==> config.mk <==
export PLATFORM = sky130hd
export DESIGN_NAME = ps2_packet_framer_flat
export DESIGN_NICKNAME = d
export VERILOG_FILES = /design/src/rtl/ps2_packet_framer_if.sv /design/src/rtl/ps2_packet_framer.sv /design/src/flat_wrapper.sv
export SDC_FILE = /design/constraint.sdc
export NUM_CORES = 1
export LEC_CHECK = 0
export BUFFER_PORTS_ARGS = -buffer_cell sky130_fd_sc_hd__buf_2
export CAP_MARGIN = 0
export CORE_AREA = 10 10 112 114
export CTS_BUF_LIST = sky130_fd_sc_hd__clkbuf_8
export CTS_CLUSTER_DIAMETER = 50
export DETAILED_ROUTE_END_ITERATION = 8
export DIE_AREA = 0 0 122 124
export PLACE_DENSITY_LB_ADDON = 0.25
export SETUP_SLACK_MARGIN = 0.5
export SLEW_MARGIN = 20
export SYNTH_ARGS = -nofsm -noshare
export SYNTH_HDL_FRONTEND = slang
export SYNTH_SLANG_ARGS = --single-unit
export TNS_END_PERCENT = 100
==> constraint.sdc <==
create_clock -name clk -period 2.7 [get_ports clk]
set_input_delay 0 -clock clk [delete_from_list [all_inputs] [get_ports clk]]
set_output_delay 0 -clock clk [all_outputs]
set_load 0.03 [all_outputs]
==> src/rtl/ps2_packet_framer_if.sv <==
// ps2_packet_framer_if: byte input and packet output bundle of the PS/2 packet framer.
//
// Handshake: in_valid is a one-cycle strobe qualifying in_byte. There is no
// ready, so the framer accepts every strobed byte. pkt_valid, sync_err and
// tmo_err are one-cycle strobes. pkt_data and pkt_cnt hold between strobes.
// dbg_state mirrors the framer FSM (0 = HUNT, 1 = COLLECT).
interface ps2_packet_framer_if #(
    parameter int PKT_BYTES = 3,
    parameter int CNT_W     = 16
);
    logic [7:0]             in_byte;
    logic                   in_valid;
    logic [8*PKT_BYTES-1:0] pkt_data;
    logic                   pkt_valid;
    logic                   sync_err;
    logic                   tmo_err;
    logic [CNT_W-1:0]       pkt_cnt;
    logic                   busy;
    logic                   dbg_state;

    // Byte source and packet consumer side
    modport master (
        output in_byte, in_valid,
        input  pkt_data, pkt_valid, sync_err, tmo_err, pkt_cnt, busy, dbg_state
    );

    // Framer side
    modport slave (
        input  in_byte, in_valid,
        output pkt_data, pkt_valid, sync_err, tmo_err, pkt_cnt, busy, dbg_state
    );
endinterface

==> src/rtl/ps2_packet_framer.sv <==
// ps2_packet_framer: groups validated PS/2 bytes into PKT_BYTES-byte movement packets.
// The framer hunts for a header byte with bit SYNC_BIT set. It then collects
// the remaining bytes into a shadow register and publishes the complete packet
// with a one-cycle pkt_valid strobe.
// Optional feature macro PS2_FRAMER_TIMEOUT_EN: when defined, a partial packet
// is dropped after TIMEOUT_CYCLES idle cycles and tmo_err strobes. When the
// macro is undefined, tmo_err is tied to 0.
module ps2_packet_framer #(
    parameter int PKT_BYTES      = 3,
    parameter int SYNC_BIT       = 3,
    parameter int CNT_W          = 16,
    parameter int TIMEOUT_CYCLES = 20000
) (
    input logic                clk,
    input logic                rst_n,
    ps2_packet_framer_if.slave bus
);

    localparam int         DW       = 8 * PKT_BYTES;
    localparam logic [2:0] LAST_IDX = 3'(PKT_BYTES - 1);

    // Reject illegal parameter combinations at elaboration
    if (PKT_BYTES < 2 || PKT_BYTES > 8 || SYNC_BIT < 0 || SYNC_BIT > 7 ||
        TIMEOUT_CYCLES < 2) begin : g_bad_params
        $error("ps2_packet_framer: illegal parameter value");
    end

    typedef enum logic {
        ST_HUNT    = 1'b0,
        ST_COLLECT = 1'b1
    } state_t;

    state_t           r_state;
    state_t           w_next_state;
    logic [2:0]       r_idx;
    logic [2:0]       w_next_idx;
    logic [DW-1:0]    r_shadow;
    logic [DW-1:0]    r_pkt_data;
    logic [DW-1:0]    w_assembled;
    logic             r_pkt_valid;
    logic             r_sync_err;
    logic [CNT_W-1:0] r_pkt_cnt;
    logic             w_store;
    logic             w_complete;
    logic             w_sync_err;
    logic             w_tmo_hit;

    // Shadow contents with the incoming byte merged at the current index.
    // In HUNT the index is 0, so a header lands in slot 0.
    always_comb begin
        w_assembled = r_shadow;
        w_assembled[{r_idx, 3'b000} +: 8] = bus.in_byte;
    end

`ifdef PS2_FRAMER_TIMEOUT_EN
    localparam int            TW       = $clog2(TIMEOUT_CYCLES);
    localparam logic [TW-1:0] TMO_LAST = TW'(TIMEOUT_CYCLES - 1);

    logic [TW-1:0] r_tmo_cnt;
    logic          r_tmo_err;

    assign w_tmo_hit = (r_state == ST_COLLECT) && (r_tmo_cnt == TMO_LAST);

    // Idle-cycle counter: held at 0 in HUNT, cleared by every accepted byte and on expiry
    always_ff @(posedge clk or negedge rst_n) begin
        if (!rst_n) begin
            r_tmo_cnt <= '0;
        end else if (r_state != ST_COLLECT || bus.in_valid || w_tmo_hit) begin
            r_tmo_cnt <= '0;
        end else begin
            r_tmo_cnt <= r_tmo_cnt + 1'b1;
        end
    end

    // Timeout strobe; a byte arriving in the expiry cycle takes priority
    always_ff @(posedge clk or negedge rst_n) begin
        if (!rst_n) begin
            r_tmo_err <= 1'b0;
        end else begin
            r_tmo_err <= w_tmo_hit && !bus.in_valid;
        end
    end

    assign bus.tmo_err = r_tmo_err;
`else
    assign w_tmo_hit   = 1'b0;
    assign bus.tmo_err = 1'b0;
`endif

    // Next-state logic: hunt for the sync bit, collect bytes, finish or time out
    always_comb begin
        w_next_state = r_state;
        w_next_idx   = r_idx;
        w_store      = 1'b0;
        w_complete   = 1'b0;
        w_sync_err   = 1'b0;
        case (r_state)
            ST_HUNT: begin
                if (bus.in_valid) begin
                    if (bus.in_byte[SYNC_BIT]) begin
                        w_store      = 1'b1;
                        w_next_idx   = 3'd1;
                        w_next_state = ST_COLLECT;
                    end else begin
                        w_sync_err = 1'b1;
                    end
                end
            end
            ST_COLLECT: begin
                if (bus.in_valid) begin
                    w_store = 1'b1;
                    if (r_idx == LAST_IDX) begin
                        w_complete   = 1'b1;
                        w_next_idx   = 3'd0;
                        w_next_state = ST_HUNT;
                    end else begin
                        w_next_idx = r_idx + 3'd1;
                    end
                end else if (w_tmo_hit) begin
                    w_next_idx   = 3'd0;
                    w_next_state = ST_HUNT;
                end
            end
            default: begin
                w_next_idx   = 3'd0;
                w_next_state = ST_HUNT;
            end
        endcase
    end

    // FSM state and byte index registers
    always_ff @(posedge clk or negedge rst_n) begin
        if (!rst_n) begin
            r_state <= ST_HUNT;
            r_idx   <= 3'd0;
        end else begin
            r_state <= w_next_state;
            r_idx   <= w_next_idx;
        end
    end

    // Partial-packet shadow; stale slots are overwritten before the next publish
    always_ff @(posedge clk or negedge rst_n) begin
        if (!rst_n) begin
            r_shadow <= '0;
        end else if (w_store) begin
            r_shadow <= w_assembled;
        end
    end

    // Published packet and counter, updated only when a packet completes
    always_ff @(posedge clk or negedge rst_n) begin
        if (!rst_n) begin
            r_pkt_data <= '0;
            r_pkt_cnt  <= '0;
        end else if (w_complete) begin
            r_pkt_data <= w_assembled;
            r_pkt_cnt  <= r_pkt_cnt + 1'b1;
        end
    end

    // One-cycle packet and sync-error strobes
    always_ff @(posedge clk or negedge rst_n) begin
        if (!rst_n) begin
            r_pkt_valid <= 1'b0;
            r_sync_err  <= 1'b0;
        end else begin
            r_pkt_valid <= w_complete;
            r_sync_err  <= w_sync_err;
        end
    end

    assign bus.pkt_data  = r_pkt_data;
    assign bus.pkt_valid = r_pkt_valid;
    assign bus.sync_err  = r_sync_err;
    assign bus.pkt_cnt   = r_pkt_cnt;
    assign bus.busy      = (r_state == ST_COLLECT);
    assign bus.dbg_state = r_state;

endmodule

==> src/flat_wrapper.sv <==
// flat-port wrapper written by rule: the top's interface ports become plain ports
module ps2_packet_framer_flat 
#(
    parameter int PKT_BYTES      = 3,
    parameter int SYNC_BIT       = 3,
    parameter int CNT_W          = 16,
    parameter int TIMEOUT_CYCLES = 20000
)
  (clk, rst_n, bus_in_byte, bus_in_valid, bus_pkt_data, bus_pkt_valid, bus_sync_err, bus_tmo_err, bus_pkt_cnt, bus_busy, bus_dbg_state);
  ps2_packet_framer_if #(.PKT_BYTES(PKT_BYTES), .CNT_W(CNT_W)) bus_i ();
  input logic clk;
  input logic rst_n;
  input wire logic [$bits(bus_i.in_byte)-1:0] bus_in_byte;
  input wire logic [$bits(bus_i.in_valid)-1:0] bus_in_valid;
  output wire logic [$bits(bus_i.pkt_data)-1:0] bus_pkt_data;
  output wire logic [$bits(bus_i.pkt_valid)-1:0] bus_pkt_valid;
  output wire logic [$bits(bus_i.sync_err)-1:0] bus_sync_err;
  output wire logic [$bits(bus_i.tmo_err)-1:0] bus_tmo_err;
  output wire logic [$bits(bus_i.pkt_cnt)-1:0] bus_pkt_cnt;
  output wire logic [$bits(bus_i.busy)-1:0] bus_busy;
  output wire logic [$bits(bus_i.dbg_state)-1:0] bus_dbg_state;
  assign bus_i.in_byte = bus_in_byte;
  assign bus_i.in_valid = bus_in_valid;
  assign bus_pkt_data = bus_i.pkt_data;
  assign bus_pkt_valid = bus_i.pkt_valid;
  assign bus_sync_err = bus_i.sync_err;
  assign bus_tmo_err = bus_i.tmo_err;
  assign bus_pkt_cnt = bus_i.pkt_cnt;
  assign bus_busy = bus_i.busy;
  assign bus_dbg_state = bus_i.dbg_state;
  ps2_packet_framer #(.PKT_BYTES(PKT_BYTES), .SYNC_BIT(SYNC_BIT), .CNT_W(CNT_W), .TIMEOUT_CYCLES(TIMEOUT_CYCLES)) u_core (.clk(clk), .rst_n(rst_n), .bus(bus_i));
endmodule
==> impl_metrics.env <==
export IMPL_status="finished clean"
export IMPL_synthTopCellsByCount="dfrtp_1 (70), nor2_1 (48), a22o_1 (17), a221oi_1 (16), xnor2_1 (13)"
export IMPL_cp_start_kind="flip-flop"
export IMPL_vdd_ir_drop_max_v=0.000452
export IMPL_grt_pass1_wl_um=12400
export IMPL_hpwlAfterDp_um=5330
export IMPL_post_drt_wl_per_cell_um=16.2
export IMPL_synth_top_cell_by_area="dfrtp_1"
export IMPL_port_buffers=54
export IMPL_synthesis_area_um2=3020
export IMPL_synth_nets=277
export IMPL_fin_ws_ns=0.603
export IMPL_p_per_area_nw_per_um2=1090
export IMPL_ios=56
export IMPL_cap_violations=0
export IMPL_cp_required_ns=2.93
export IMPL_post_dp_cell_area_um2=3420
export IMPL_drt_antenna_violating_nets=0
export IMPL_path_cells="inv_1 > ha_1 > ha_1 > nand2_4 > nor4b_4 > buf_4 > a221oi_1 > nor2_1"
export IMPL_yosys_warnings=0
export IMPL_postSynthCellCount=260
export IMPL_cts_inserted_buffers=9
export IMPL_dr_pass1_iters=7
export IMPL_h_tree_depth=3
export IMPL_vias=2252
export IMPL_power_frac_comb=0.373
export IMPL_p_total_uw=4070
export IMPL_area_growth_pct=24.0
export IMPL_hp_class="input port to flip-flop"
export IMPL_die_w_um=122
export IMPL_antenna_found_initial=0
export IMPL_fin_area_um2=3740
export IMPL_cts_sinks=70
export IMPL_yosysMostFrequentCell="dfrtp_1"
export IMPL_core_um2=10200
export IMPL_power_frac_clock=0.218
export IMPL_grt_usage=0.103
export IMPL_clockBufferDepth=2
export IMPL_gr_total_overflow=0
export IMPL_dp_slack_ns=0.389
export IMPL_ys_seq_elements=70
export IMPL_async_reset_ff_frac=1.00
export IMPL_clock_latency_ns=0.36
export IMPL_clkTransAtPathRegs_ns=0.08
export IMPL_path_common_cell="ha_1"
export IMPL_slew_viol_final=0
export IMPL_drive_above_1_share=0.280
export IMPL_fmax_mhz=477
export IMPL_endpoint_kind="flip-flop"
export IMPL_cpPeakStageDelay_ns=0.45
export IMPL_synth_area_per_cell_um2=11.6
export IMPL_fin_skew_ns=0.00692
export IMPL_nets=344
export IMPL_initial_core_util=0.295
export IMPL_period_minus_slack_ns=2.10
export IMPL_cp_top_family="adder cells"
export IMPL_synth_yosys_seq_area_share=0.581
export IMPL_rows=37
export IMPL_intPower_uw=2400
export IMPL_root_buffer="clkbuf_8"
export IMPL_fin_crit_sh=0.777
export IMPL_grt_max_degree=37
export IMPL_slew_headroom=0.550
export IMPL_critPathKind="flip-flop to flip-flop"
export IMPL_yosys_area_top_type_share=0.581
export IMPL_gp_congestion=0.809
export IMPL_setup_tns_ns=0
export IMPL_rsz0062_at_grt="yes"
export IMPL_drc_errors=0
export IMPL_switching_share=0.411
export IMPL_p_seq_frac=0.408
export IMPL_synth_area_top_cells="dfrtp_1 (58%), nor2_1 (6.0%), a22o_1 (4.9%)"
export IMPL_path_max_fanout=9
export IMPL_power_switching_uw=1680
export IMPL_drt_vias_per_instance=4.81
export IMPL_synth_ff_type="dfrtp_1"
export IMPL_power_leakage_uw=0.00188
export IMPL_drtIter0Drc=133
export IMPL_final_setup_viol_count=0
export IMPL_synth_edf_count=0
export IMPL_n_antenna_cell=0
export IMPL_critPathBufInv=2
export IMPL_routed_wl_um=7570
export IMPL_worst_pin_slew_ns=0.668
export IMPL_worstPathArrival_ns=2.33
export IMPL_yosysUniqueCellTypes=36
export IMPL_die_area_um2=15100
export IMPL_hold_viol_final=0
export IMPL_cts_tree="done"
export IMPL_fin_util=0.366
export IMPL_grt_pass1_vias=2427
export IMPL_critPathSlowestCell="dfrtp_2"
export IMPL_die_h_um=124
## path summary, 6_finish.rpt
check	slack (ns)	endpoint	startpoint	depth (start not counted)
hold / removal	0.01	u_core.r_shadow[17]	bus_in_byte[1]	2
hold reg to reg	0.48	u_core.bus.pkt_cnt[15]	u_core.bus.pkt_cnt[15]	1
max in group asynchronous	1.83	u_core.bus.pkt_data[12]	rst_n	3
min in group asynchronous	0.13	u_core.bus.pkt_cnt[6]	rst_n	2
setup / recovery	0.60	u_core.bus.pkt_data[22]	u_core.r_idx[0]	8
setup reg to reg	0.60	u_core.bus.pkt_data[22]	u_core.r_idx[0]	8
## power groups by stage
stage                     clock network (µW)  registers (µW)  logic (µW)
after detailed placement                   0            1680        1500
final                                    889            1660        1520
after global routing                     960            1720        1680
after CTS                                917            1660        1530
after global placement                     0            1670        1480
after floorplan                            0            2040         667
## worst register-to-register path, cell delays in order (launching register included)
cell and delay, ns:
dfrtp_2 0.45, inv_1 0.11, ha_1 0.21, ha_1 0.37, nand2_4 0.17, nor4b_4 0.06, buf_4 0.17, a221oi_1 0.34
nor2_1 0.10
## logic make-up (layout without fill, tap and decap cells)
kind of cell               count (synthesis)  after routing  synth area share
buffers and inverters                     18             90            0.0323
xor gates and xnor gates                  15             15            0.0436
AOI/OAI and AO/OA                         48             48             0.124
other                                      1              1           0.00124
DFF                                       70             70             0.581
adders and majority gates                  6              6            0.0249
muxes                                     16             16            0.0564
and+or+nand+nor                           86             86             0.137
## stage by stage
stage	hold slack, ns	instances
finish	0.0142	468
global route	0.0189	468
CTS	0.0103	468
detailed placement	-0.00479	443
global placement	-0.00598	443
floorplan	-0.296	260
## placed cells by master, fill, tap and decap left out, types with 2 or more instances in the layout
cell type,instances
clkbuf_8,10
xor2_1,2
a221oi_1,16
mux2i_1,8
nand3_1,10
buf_2,54
a22o_1,17
dlygate4sd3_1,9
and3_1,3
dfrtp_1,69
clkinvlp_4,3
xnor2_1,13
nand2_1,8
nand4_1,6
buf_4,6
inv_1,4
a21oi_1,10
ha_1,6
mux2_2,8
o21ai_0,2
nor2_1,47
## registers in the layout (all words and copies together), names as in the netlist
register	flops
u_core.bus.pkt_valid	1
u_core.bus.busy	1
u_core.bus.pkt_data	24
u_core.r_idx	3
u_core.bus.sync_err	1
u_core.r_shadow	24
u_core.bus.pkt_cnt	16
## metal layers
layer	track usage	share of wire
met1	0.133	0.46
met2	0.153	0.44
met3	0.0394	0.076
met4	0.0373	0.015
met5	0	0
## area by class of cell
class | count | area [µm²]
fillers | 1021 | 6490
flip-flops and latches | 70 | 1750
multi-input cells | 172 | 1180
repair buffers | 69 | 405
well taps | 136 | 170
clock buffers | 10 | 138
clock inverters | 6 | 70.1
inverters | 5 | 18.8
## timing repair
action                                  CTS  global route
endpoints found under the setup margin   25            19
hold buffers                              9             0
pin swaps                                 0             0
setup buffers                             0             0
resized for setup                         4             2
endpoints found under the hold margin    38             0
Note: power is estimated with default switching activity, not from simulation.
